`src/rtl/adc_sample_ctrl_pkg.sv`:
```
// Shared constants for the ADC sampling controller: register map, bit positions, FSM encoding.
package adc_sample_ctrl_pkg;

    localparam logic [1:0] ADDR_CTRL   = 2'd0;
    localparam logic [1:0] ADDR_PERIOD = 2'd1;
    localparam logic [1:0] ADDR_STATUS = 2'd2;
    localparam logic [1:0] ADDR_MEAS   = 2'd3;

    localparam int unsigned CTRL_START_BIT = 0;
    localparam int unsigned CTRL_CONT_BIT  = 1;

    localparam int unsigned STAT_BUSY_BIT = 0;
    localparam int unsigned STAT_DV_BIT   = 1;
    localparam int unsigned STAT_TO_BIT   = 2;
    localparam int unsigned STAT_OV_BIT   = 3;

    typedef logic [1:0] state_t;

    localparam state_t ST_IDLE = 2'd0;
    localparam state_t ST_TRIG = 2'd1;
    localparam state_t ST_WAIT = 2'd2;

endpackage

```
`src/rtl/adc_sample_ctrl_timer.sv`:
```
// Periodic down-counter; expire_o pulses once every period_i cycles while enabled.
module adc_period_timer #(
    parameter int unsigned DATA_WIDTH = 32
) (
    input  logic                  clk,
    input  logic                  reset,
    input  logic                  enable_i,
    input  logic [DATA_WIDTH-1:0] period_i,
    input  logic                  reload_i,
    output logic                  expire_o
);

    logic [DATA_WIDTH-1:0] cnt_q, cnt_d;

    always_comb begin
        expire_o = 1'b0;
        cnt_d    = cnt_q - DATA_WIDTH'(1);
        // While disabled the counter tracks PERIOD so the next enable starts a full interval.
        if (!enable_i || reload_i || cnt_q == '0) begin
            cnt_d = period_i;
        end else if (cnt_q == DATA_WIDTH'(1)) begin
            expire_o = 1'b1;
            cnt_d    = period_i;
        end
    end

    always_ff @(posedge clk or posedge reset) begin
        if (reset) begin
            cnt_q <= '0;
        end else begin
            cnt_q <= cnt_d;
        end
    end

endmodule

```
`src/rtl/adc_sample_ctrl.sv`:
```
// ADC trigger/measurement initiator with a single-cycle register port and a level interrupt.
module adc_sample_ctrl
    import adc_sample_ctrl_pkg::*;
#(
    parameter int unsigned DATA_WIDTH     = 32,
    parameter int unsigned TIMEOUT_CYCLES = 1024
) (
    input  logic                  clk,
    input  logic                  reset,
    input  logic                  sel_i,
    input  logic                  write_i,
    input  logic [1:0]            addr_i,
    input  logic [DATA_WIDTH-1:0] wdata_i,
    output logic [DATA_WIDTH-1:0] rdata_o,
    output logic                  adc_trigger_o,
    input  logic                  adc_valid_i,
    input  logic [DATA_WIDTH-1:0] adc_data_i,
    output logic                  irq_o
);

    localparam int unsigned TW = $clog2(TIMEOUT_CYCLES + 1);
    localparam logic [TW-1:0] TO_LAST = TW'(TIMEOUT_CYCLES - 1);

    state_t                state_q, state_d;
    logic                  pending_q, pending_d;
    logic [TW-1:0]         to_cnt_q, to_cnt_d;
    logic                  cont_q, cont_d;
    logic [DATA_WIDTH-1:0] period_q, period_d;
    logic                  reload_q, reload_d;
    logic [DATA_WIDTH-1:0] meas_q, meas_d;
    logic                  dv_q, dv_d, to_q, to_d, ov_q, ov_d;
    logic [DATA_WIDTH-1:0] rdata_q, rdata_d;
    logic                  irq_q, irq_d;

    logic                  wr_en, rd_en, start_wr, busy, capture, timeout, expire, drop;
    logic [DATA_WIDTH-1:0] rd_word;

    assign wr_en    = sel_i & write_i;
    assign rd_en    = sel_i & ~write_i;
    assign start_wr = wr_en && (addr_i == ADDR_CTRL) && wdata_i[CTRL_START_BIT];
    assign busy     = (state_q != ST_IDLE);
    assign capture  = (state_q == ST_WAIT) && adc_valid_i;
    assign timeout  = (state_q == ST_WAIT) && !adc_valid_i && (to_cnt_q == TO_LAST);
    assign drop     = expire && (busy || pending_q);

    adc_period_timer #(
        .DATA_WIDTH (DATA_WIDTH)
    ) u_timer (
        .clk      (clk),
        .reset    (reset),
        .enable_i (cont_q && (period_q != '0)),
        .period_i (period_q),
        .reload_i (reload_q),
        .expire_o (expire)
    );

    always_comb begin
        state_d   = state_q;
        pending_d = pending_q;
        to_cnt_d  = '0;
        case (state_q)
            ST_IDLE: begin
                if (pending_q || start_wr || expire) begin
                    state_d   = ST_TRIG;
                    pending_d = 1'b0;
                end
            end
            ST_TRIG: state_d = ST_WAIT;
            ST_WAIT: begin
                if (capture || timeout) begin
                    state_d = ST_IDLE;
                end else begin
                    to_cnt_d = to_cnt_q + TW'(1);
                end
            end
            default: state_d = ST_IDLE;
        endcase
        if (busy && start_wr) begin
            pending_d = 1'b1;
        end
    end

    always_comb begin
        cont_d   = cont_q;
        period_d = period_q;
        reload_d = 1'b0;
        meas_d   = capture ? adc_data_i : meas_q;
        dv_d     = dv_q;
        to_d     = to_q;
        ov_d     = ov_q;
        if (wr_en && addr_i == ADDR_CTRL) begin
            cont_d = wdata_i[CTRL_CONT_BIT];
        end
        if (wr_en && addr_i == ADDR_PERIOD) begin
            period_d = wdata_i;
            reload_d = 1'b1;
        end
        if (wr_en && addr_i == ADDR_STATUS) begin
            dv_d = dv_q & ~wdata_i[STAT_DV_BIT];
            to_d = to_q & ~wdata_i[STAT_TO_BIT];
            ov_d = ov_q & ~wdata_i[STAT_OV_BIT];
        end
        if (rd_en && addr_i == ADDR_MEAS) begin
            dv_d = 1'b0;
        end
        // Hardware sets come last so they win over software clears in the same cycle.
        if (capture) begin
            dv_d = 1'b1;
            if (dv_q) begin
                ov_d = 1'b1;
            end
        end
        if (timeout) begin
            to_d = 1'b1;
        end
        if (drop) begin
            ov_d = 1'b1;
        end
        irq_d = dv_q | to_q | ov_q;
    end

    always_comb begin
        rd_word = '0;
        case (addr_i)
            ADDR_CTRL:   rd_word[CTRL_CONT_BIT] = cont_q;
            ADDR_PERIOD: rd_word = period_q;
            ADDR_STATUS: begin
                rd_word[STAT_BUSY_BIT] = busy;
                rd_word[STAT_DV_BIT]   = dv_q;
                rd_word[STAT_TO_BIT]   = to_q;
                rd_word[STAT_OV_BIT]   = ov_q;
            end
            default:     rd_word = meas_q;
        endcase
        rdata_d = rd_en ? rd_word : rdata_q;
    end

    always_ff @(posedge clk or posedge reset) begin
        if (reset) begin
            state_q   <= ST_IDLE;
            pending_q <= 1'b0;
            to_cnt_q  <= '0;
            cont_q    <= 1'b0;
            period_q  <= '0;
            reload_q  <= 1'b0;
            meas_q    <= '0;
            dv_q      <= 1'b0;
            to_q      <= 1'b0;
            ov_q      <= 1'b0;
            rdata_q   <= '0;
            irq_q     <= 1'b0;
        end else begin
            state_q   <= state_d;
            pending_q <= pending_d;
            to_cnt_q  <= to_cnt_d;
            cont_q    <= cont_d;
            period_q  <= period_d;
            reload_q  <= reload_d;
            meas_q    <= meas_d;
            dv_q      <= dv_d;
            to_q      <= to_d;
            ov_q      <= ov_d;
            rdata_q   <= rdata_d;
            irq_q     <= irq_d;
        end
    end

    assign adc_trigger_o = (state_q == ST_TRIG);
    assign rdata_o       = rdata_q;
    assign irq_o         = irq_q;

endmodule

```
`config.mk`:
```
export PLATFORM = sky130hd
export DESIGN_NAME = adc_sample_ctrl
export DESIGN_NICKNAME = d
export VERILOG_FILES = /design/src/rtl/adc_sample_ctrl_pkg.sv /design/src/rtl/adc_sample_ctrl_timer.sv /design/src/rtl/adc_sample_ctrl.sv
export SDC_FILE = /design/constraint.sdc
export NUM_CORES = 1
export LEC_CHECK = 0
export BUFFER_PORTS_ARGS = -buffer_cell sky130_fd_sc_hd__clkbuf_2
export CORE_MARGIN = 2
export CORE_UTILIZATION = 45
export CTS_CLUSTER_DIAMETER = 60
export CTS_CLUSTER_SIZE = 24
export DETAILED_ROUTE_END_ITERATION = 8
export PLACE_DENSITY_LB_ADDON = 0.25
export SLEW_MARGIN = 20
export SYNTH_ARGS = -nofsm -noshare
export SYNTH_HDL_FRONTEND = slang
export SYNTH_HIERARCHICAL = 1
export SYNTH_SLANG_ARGS = --single-unit
```
`constraint.sdc`:
```
create_clock -name clk -period 5.65 [get_ports clk]
set_input_delay 1.4125 -clock clk [delete_from_list [all_inputs] [get_ports clk]]
set_output_delay 1.4125 -clock clk [all_outputs]
set_load 0.01 [all_outputs]
```
==> impl_metrics.ini, run 1 <==
[outcome]
status = finished clean

[timing]
fmax_mhz = 310
finalSetupTns_ps = 0
skew_ps = 8.47
rsz0062_at_grt = false
setup_violations = 0
final_hold_viol_count = 0
tightest_slew_ps = 885
period_needed_ps = 3220
max-slew-margin-rel = 0.408
slew_viol_final = 0
finalCritPeriodShare = 0.570

[power]
power_switching_mw = 0.984
switching_share = 0.288
seqPwrFrac = 0.462
max-vdd-ir-drop_v = 0.000194
p_leak_nw = 3.87
combPwrFrac = 0.206
power.internal_mw = 2.43
powerDensity_nw_per_um2 = 418
clkPwrFrac = 0.332

[critical_path]
worstPathMaxFanout = 23
end_kind = flop
reg2reg_depth = 6
crit_chain = nor3_1, nand4b_1, or2_2, o311ai_4, buf_4, mux2_2
crit_type = flop to flop
crit_path_start_kind = flop
critical_path.max_stage_delay_ps = 530
required_ps = 5960
cp_slowest_cell = o311ai_4
cp.arrival_ps = 3530

[die]
core_sq_um = 15100
io_pins = 105
die_w_microns = 128
fp.dieArea_sq_um = 16300
num_rows = 45
initial_core_util = 0.458
die_height_microns = 128

[synthesis]
netlist_area_sq_um = 6900
ys_types = 52
yosys_warnings = 6
avgSynthCellArea_sq_um = 12.7
synth_nets = 620
yosys_register_bits = 148
ys_seq_area_frac = 0.536
synthesis.instances = 545
postSynth.asyncResetShare = 1.00
synth_edf_count = 0
synth_ff_type = dfrtp_1

[cts]
worstSkewPairLatency_ps = 430
htreeDepth = 4
post_cts_buffers = 0
clock-sinks = 148
cts_resized = 0
path_clk_slew_ps = 60
cts_tree = built
ctsHoldBuffers = 0
numCtsBuffers = 17
root_buffer = clkbuf_16
cts_buffer_depth = 2

[finish]
drive_gt1_frac = 0.381
seq_area_sq_um = 3700
syn2layout_area_growth_pct = 18.3
n_fill_cell = 1315
layout_common_cells = dfrtp_1 (148), clkbuf_2 (104), mux2_2 (66)
fin_cells = 852
final_nets = 726
num_antenna_cells = 0
final_common_cell = dfrtp_1
multi_input_area_sq_um = 3000

[global_route]
grt_pass1_wl_microns = 24600
grt_pass1_vias = 4796
grt_usage = 0.194
grt_overflow = 0
grt_max_degree = 73
antenna_found_initial = 0

[routing]
post-route-drc-count = 0
drt_iter0_drc = 186
post_drt_wl_per_cell_microns = 17.5
wirelength_microns = 14900
vias_per_cell = 5.38
antenna_left = 0
vias = 4586
firstDrtPassIters = 4

[place]
hpwl_microns = 10400
place_inst = 819
place.gp.congestion = 0.786
io_buffers = 104

[hold_path]
hold_path.class = flop to flop
holdPathStages = 2

[run]
cap_violations = 0
synth_stat cells (2+ instances only):
library cell | instances | share of area
mux2_4 | 29 | 0.063
dfrtp_1 | 148 | 0.54
a21oi_1 | 3 | 0.0022
inv_1 | 11 | 0.0060
nor3b_1 | 2 | 0.0022
clkbuf_1 | 8 | 0.0043
o31ai_1 | 4 | 0.0043
buf_6 | 7 | 0.011
or4_1 | 4 | 0.0043
nand3_1 | 5 | 0.0036
nor3_1 | 14 | 0.010
xor2_1 | 24 | 0.030
xnor2_1 | 7 | 0.0089
mux2_2 | 66 | 0.11
nand4b_1 | 2 | 0.0025
a211oi_1 | 2 | 0.0022
nand2_1 | 42 | 0.023
nand2b_1 | 4 | 0.0036
or3_1 | 10 | 0.0091
nand4_1 | 5 | 0.0045
nand3b_1 | 4 | 0.0043
or2_2 | 3 | 0.0027
a22oi_1 | 2 | 0.0022
o21ai_0 | 37 | 0.027
a211oi_2 | 2 | 0.0036
ha_1 | 4 | 0.0072
mux2i_1 | 30 | 0.043
mux2_1 | 3 | 0.0049
buf_2 | 9 | 0.0065
nor4_1 | 21 | 0.019
nor2_1 | 12 | 0.0065
layer usage:
metal / track usage / wire length [microns]
met5: 0 / 0
met4: 0.0750 / 250
met3: 0.0505 / 636
met2: 0.310 / 7060
met1: 0.256 / 6950
per-stage QoR:
| step | util | power (mW) | hold slack [ps] | area, sq um | worst slack (ps) |
|---|---|---|---|---|---|
| 2_1_floorplan | - | 2.07 | 452 | 6900 | 1170 |
| 3_3_place_gp | 0.501 | 2.26 | 470 | 7550 | 2310 |
| 3_5_place_dp | 0.501 | 2.30 | 472 | 7550 | 2280 |
| 4_1_cts | 0.540 | 3.45 | 485 | 8150 | 2460 |
| 5_1_grt | 0.541 | 3.61 | 503 | 8170 | 2310 |
| 6_report | 0.541 | 3.41 | 476 | 8170 | 2430 |
critical path, delay by kind of cell, from the launching register on:
| kind | cells | cell delay [ps] |
|---|---|---|
| buffers and inverters | 1 | 430 |
| AO/OA/AOI/OAI | 1 | 530 |
| multiplexers | 1 | 390 |
| AND/OR/NAND/NOR | 3 | 1320 |
| flip-flops | 1 | 420 |
cells by family (layout without fill, tap and decap cells):
logic type                 count (synthesis)  count (layout)  share of synthesized area
and+or+nand+nor                          138             138                      0.110
DFF                                      148             148                      0.536
adders and majority gates                  4               4                    0.00725
buffers and inverters                     36             155                     0.0294
xor gates and xnor gates                  31              31                     0.0393
muxes                                    129             129                      0.222
AOI/OAI and AO/OA                         59              59                     0.0551
state kept, by name, summed over array words and instances, names as in the netlist:
signal         flops
to_q               1
ov_q               1
period_q          32
reload_q           1
rdata_o           32
meas_q            32
u_timer/cnt_q     32
to_cnt_q          11
irq_o              1
cont_q             1
dv_q               1
pending_q          1
state_q            2
power by group through the flow:
stage          Sequential, mW  Combinational (mW)  Clock (mW)
5_1_grt                  1.62               0.776        1.21
3_5_place_dp             1.59               0.706           0
6_report                 1.58               0.702        1.14
3_3_place_gp             1.58               0.681           0
2_1_floorplan            1.54               0.536           0
4_1_cts                  1.58               0.710        1.16
worst paths after layout:
kind | from | end | slack [ps]
worst max-delay path | u_timer/cnt_q[10] | u_timer/cnt_q[11] | 2430
worst min-delay path | rdata_o[25] | rdata_o[25] | 480
worst max register to register | u_timer/cnt_q[10] | u_timer/cnt_q[11] | 2430
worst min register to register | rdata_o[25] | rdata_o[25] | 480
max in group asynchronous | reset | rdata_o[9] | 3370
min in group asynchronous | reset | u_timer/cnt_q[25] | 1110
final cells by class:
| class | count | area share |
|---|---|---|
| tap | 188 | 0.0288 |
| multi-input combinational | 361 | 0.367 |
| sequential | 148 | 0.454 |
| clock buffer | 21 | 0.0576 |
| clock inverter | 11 | 0.0155 |
| timing repair buffer | 112 | 0.0720 |
| inverter | 11 | 0.00536 |
No activity file was read; power rests on OpenSTA's default activity.
==> run 2: changes to the inputs <==
==> constraint.sdc (replaced) <==
create_clock -name clk -period 3.1 [get_ports clk]
set_input_delay 0.775 -clock clk [delete_from_list [all_inputs] [get_ports clk]]
set_output_delay 0.775 -clock clk [all_outputs]
set_load 0.01 [all_outputs]
==> run 2 against run 1 <==
- final cell count increased by 0.82%
- routed wire length increased by 2.2%
- sequential cell count unchanged
- worst hold slack got worse by 1.9 ps
- sequential share of layout area decreased by 0.20 points
- die area unchanged
==> impl_metrics.ini, run 2 (synthesis results as in run 1) <==
[finish]
syn2layout_area_growth_pct = 18.8
final_nets = 733
num_antenna_cells = 0
fin_cells = 859
seq_area_sq_um = 3700
multi_input_area_sq_um = 3000
n_fill_cell = 1290
final_common_cell = dfrtp_1
layout_common_cells = dfrtp_1 (148), clkbuf_2 (104), mux2_2 (66)
drive_gt1_frac = 0.385

[global_route]
grt_max_degree = 69
grt_overflow = 0
antenna_found_initial = 0
grt_pass1_wl_microns = 24700
grt_pass1_vias = 4806
grt_usage = 0.195

[place]
pre_cts_ws_ps = 282
io_buffers = 104
place.gp.congestion = 0.861
place_inst = 827
hpwl_microns = 10700

[cts]
path_clk_slew_ps = 60
numCtsBuffers = 17
htreeDepth = 4
worstSkewPairLatency_ps = 420
cts_buffer_depth = 2
ctsHoldBuffers = 0
clock-sinks = 148
cts_tree = built
post_cts_buffers = 0
root_buffer = clkbuf_16
cts_resized = 0

[timing]
rsz0062_at_grt = false
skew_ps = 7.41
slew_viol_final = 0
finalSetupTns_ps = 0
setup_violations = 0
final_hold_viol_count = 0
period_needed_ps = 2840
max-slew-margin-rel = 0.424
fmax_mhz = 352
setup_slack_ps = 257
finalCritPeriodShare = 0.917
tightest_slew_ps = 864

[hold_path]
hold_path.class = flop to flop
holdPathStages = 2
worstHoldStart = rdata_o[25]
hold_end = rdata_o[25]

[routing]
wirelength_microns = 15200
antenna_left = 0
post-route-drc-count = 0
vias = 4603
post_drt_wl_per_cell_microns = 17.7
firstDrtPassIters = 4
vias_per_cell = 5.36
drt_iter0_drc = 219

[critical_path]
rr_startpoint = u_timer/cnt_q[25]
r2r_slack_ps = 260
startpoint = u_timer/cnt_q[25]
crit_type = flop to flop
end_kind = flop
timing.rr.end = u_timer/cnt_q[8]
crit_path_start_kind = flop
required_ps = 3400
worstPathMaxFanout = 20
cp.arrival_ps = 3150
reg2reg_depth = 6

[die]
io_pins = 105
die_height_microns = 128
fp.dieArea_sq_um = 16300
core_sq_um = 15100
die_w_microns = 128
initial_core_util = 0.458
num_rows = 45

[outcome]
status = finished clean

[power]
p_total_mw = 6.22
max-vdd-ir-drop_v = 0.000418
powerDensity_nw_per_um2 = 758
p_leak_nw = 3.91

[run]
cap_violations = 0
==> run 2: changes by cell type in the layout (fill, tap and decap cells not counted), sizes merged <==
cell / delta
buf: +7
clkinv: +4
clkinvlp: -2
inv: -2
bufinv: +1
clkbuf: -1
==> run 2: worst max path at each step <==
stage                             end  depth (start not counted)
floorplan           u_timer/cnt_q[23]                          6
global placement     u_timer/cnt_q[9]                          6
detailed placement  u_timer/cnt_q[12]                          6
CTS                  u_timer/cnt_q[5]                          6
global route         u_timer/cnt_q[9]                          6
finish               u_timer/cnt_q[8]                          6
==> run 2: per-stage QoR <==
step	hold slack [ps]	util	cell area, sq um
global route	511	0.544	8200
global placement	466	0.505	7630
CTS	484	0.544	8200
finish	474	0.544	8200
detailed placement	471	0.505	7630
floorplan	452	-	6910
==> run 2: worst max-delay path: stages, from the launching register on <==
cell,delay (ps)
dfrtp_1,420
or4_4,570
or4_1,450
or2_4,270
o311ai_4,310
buf_4,340
mux2_2,370
==> run 2: per-layer routing <==
layer	wire length [microns]	part of all wire	vias to the layer above	GRT usage
met5	0	0	-	0
met4	253	0.017	0	0.0724
met3	557	0.037	18	0.0442
met2	7430	0.49	90	0.316
met1	6970	0.46	2314	0.258
li1	-	-	2181	-
==> run 2: layout make-up <==
type / count / area share
flip-flops and latches: 148 / 0.452
multi-input cells: 361 / 0.366
repair buffers: 119 / 0.0787
clock buffers: 20 / 0.0532
well taps: 188 / 0.0287
clock inverters: 12 / 0.0168
inverters: 11 / 0.00549
==> run 2: power breakdown <==
part | switching [mW] | leakage, nW | internal (mW)
Combinational | 0.554 | 1.76 | 0.760
Clock | 0.769 | 0.287 | 1.25
Sequential | 0.440 | 1.86 | 2.44
Total | 1.76 | 3.91 | 4.45
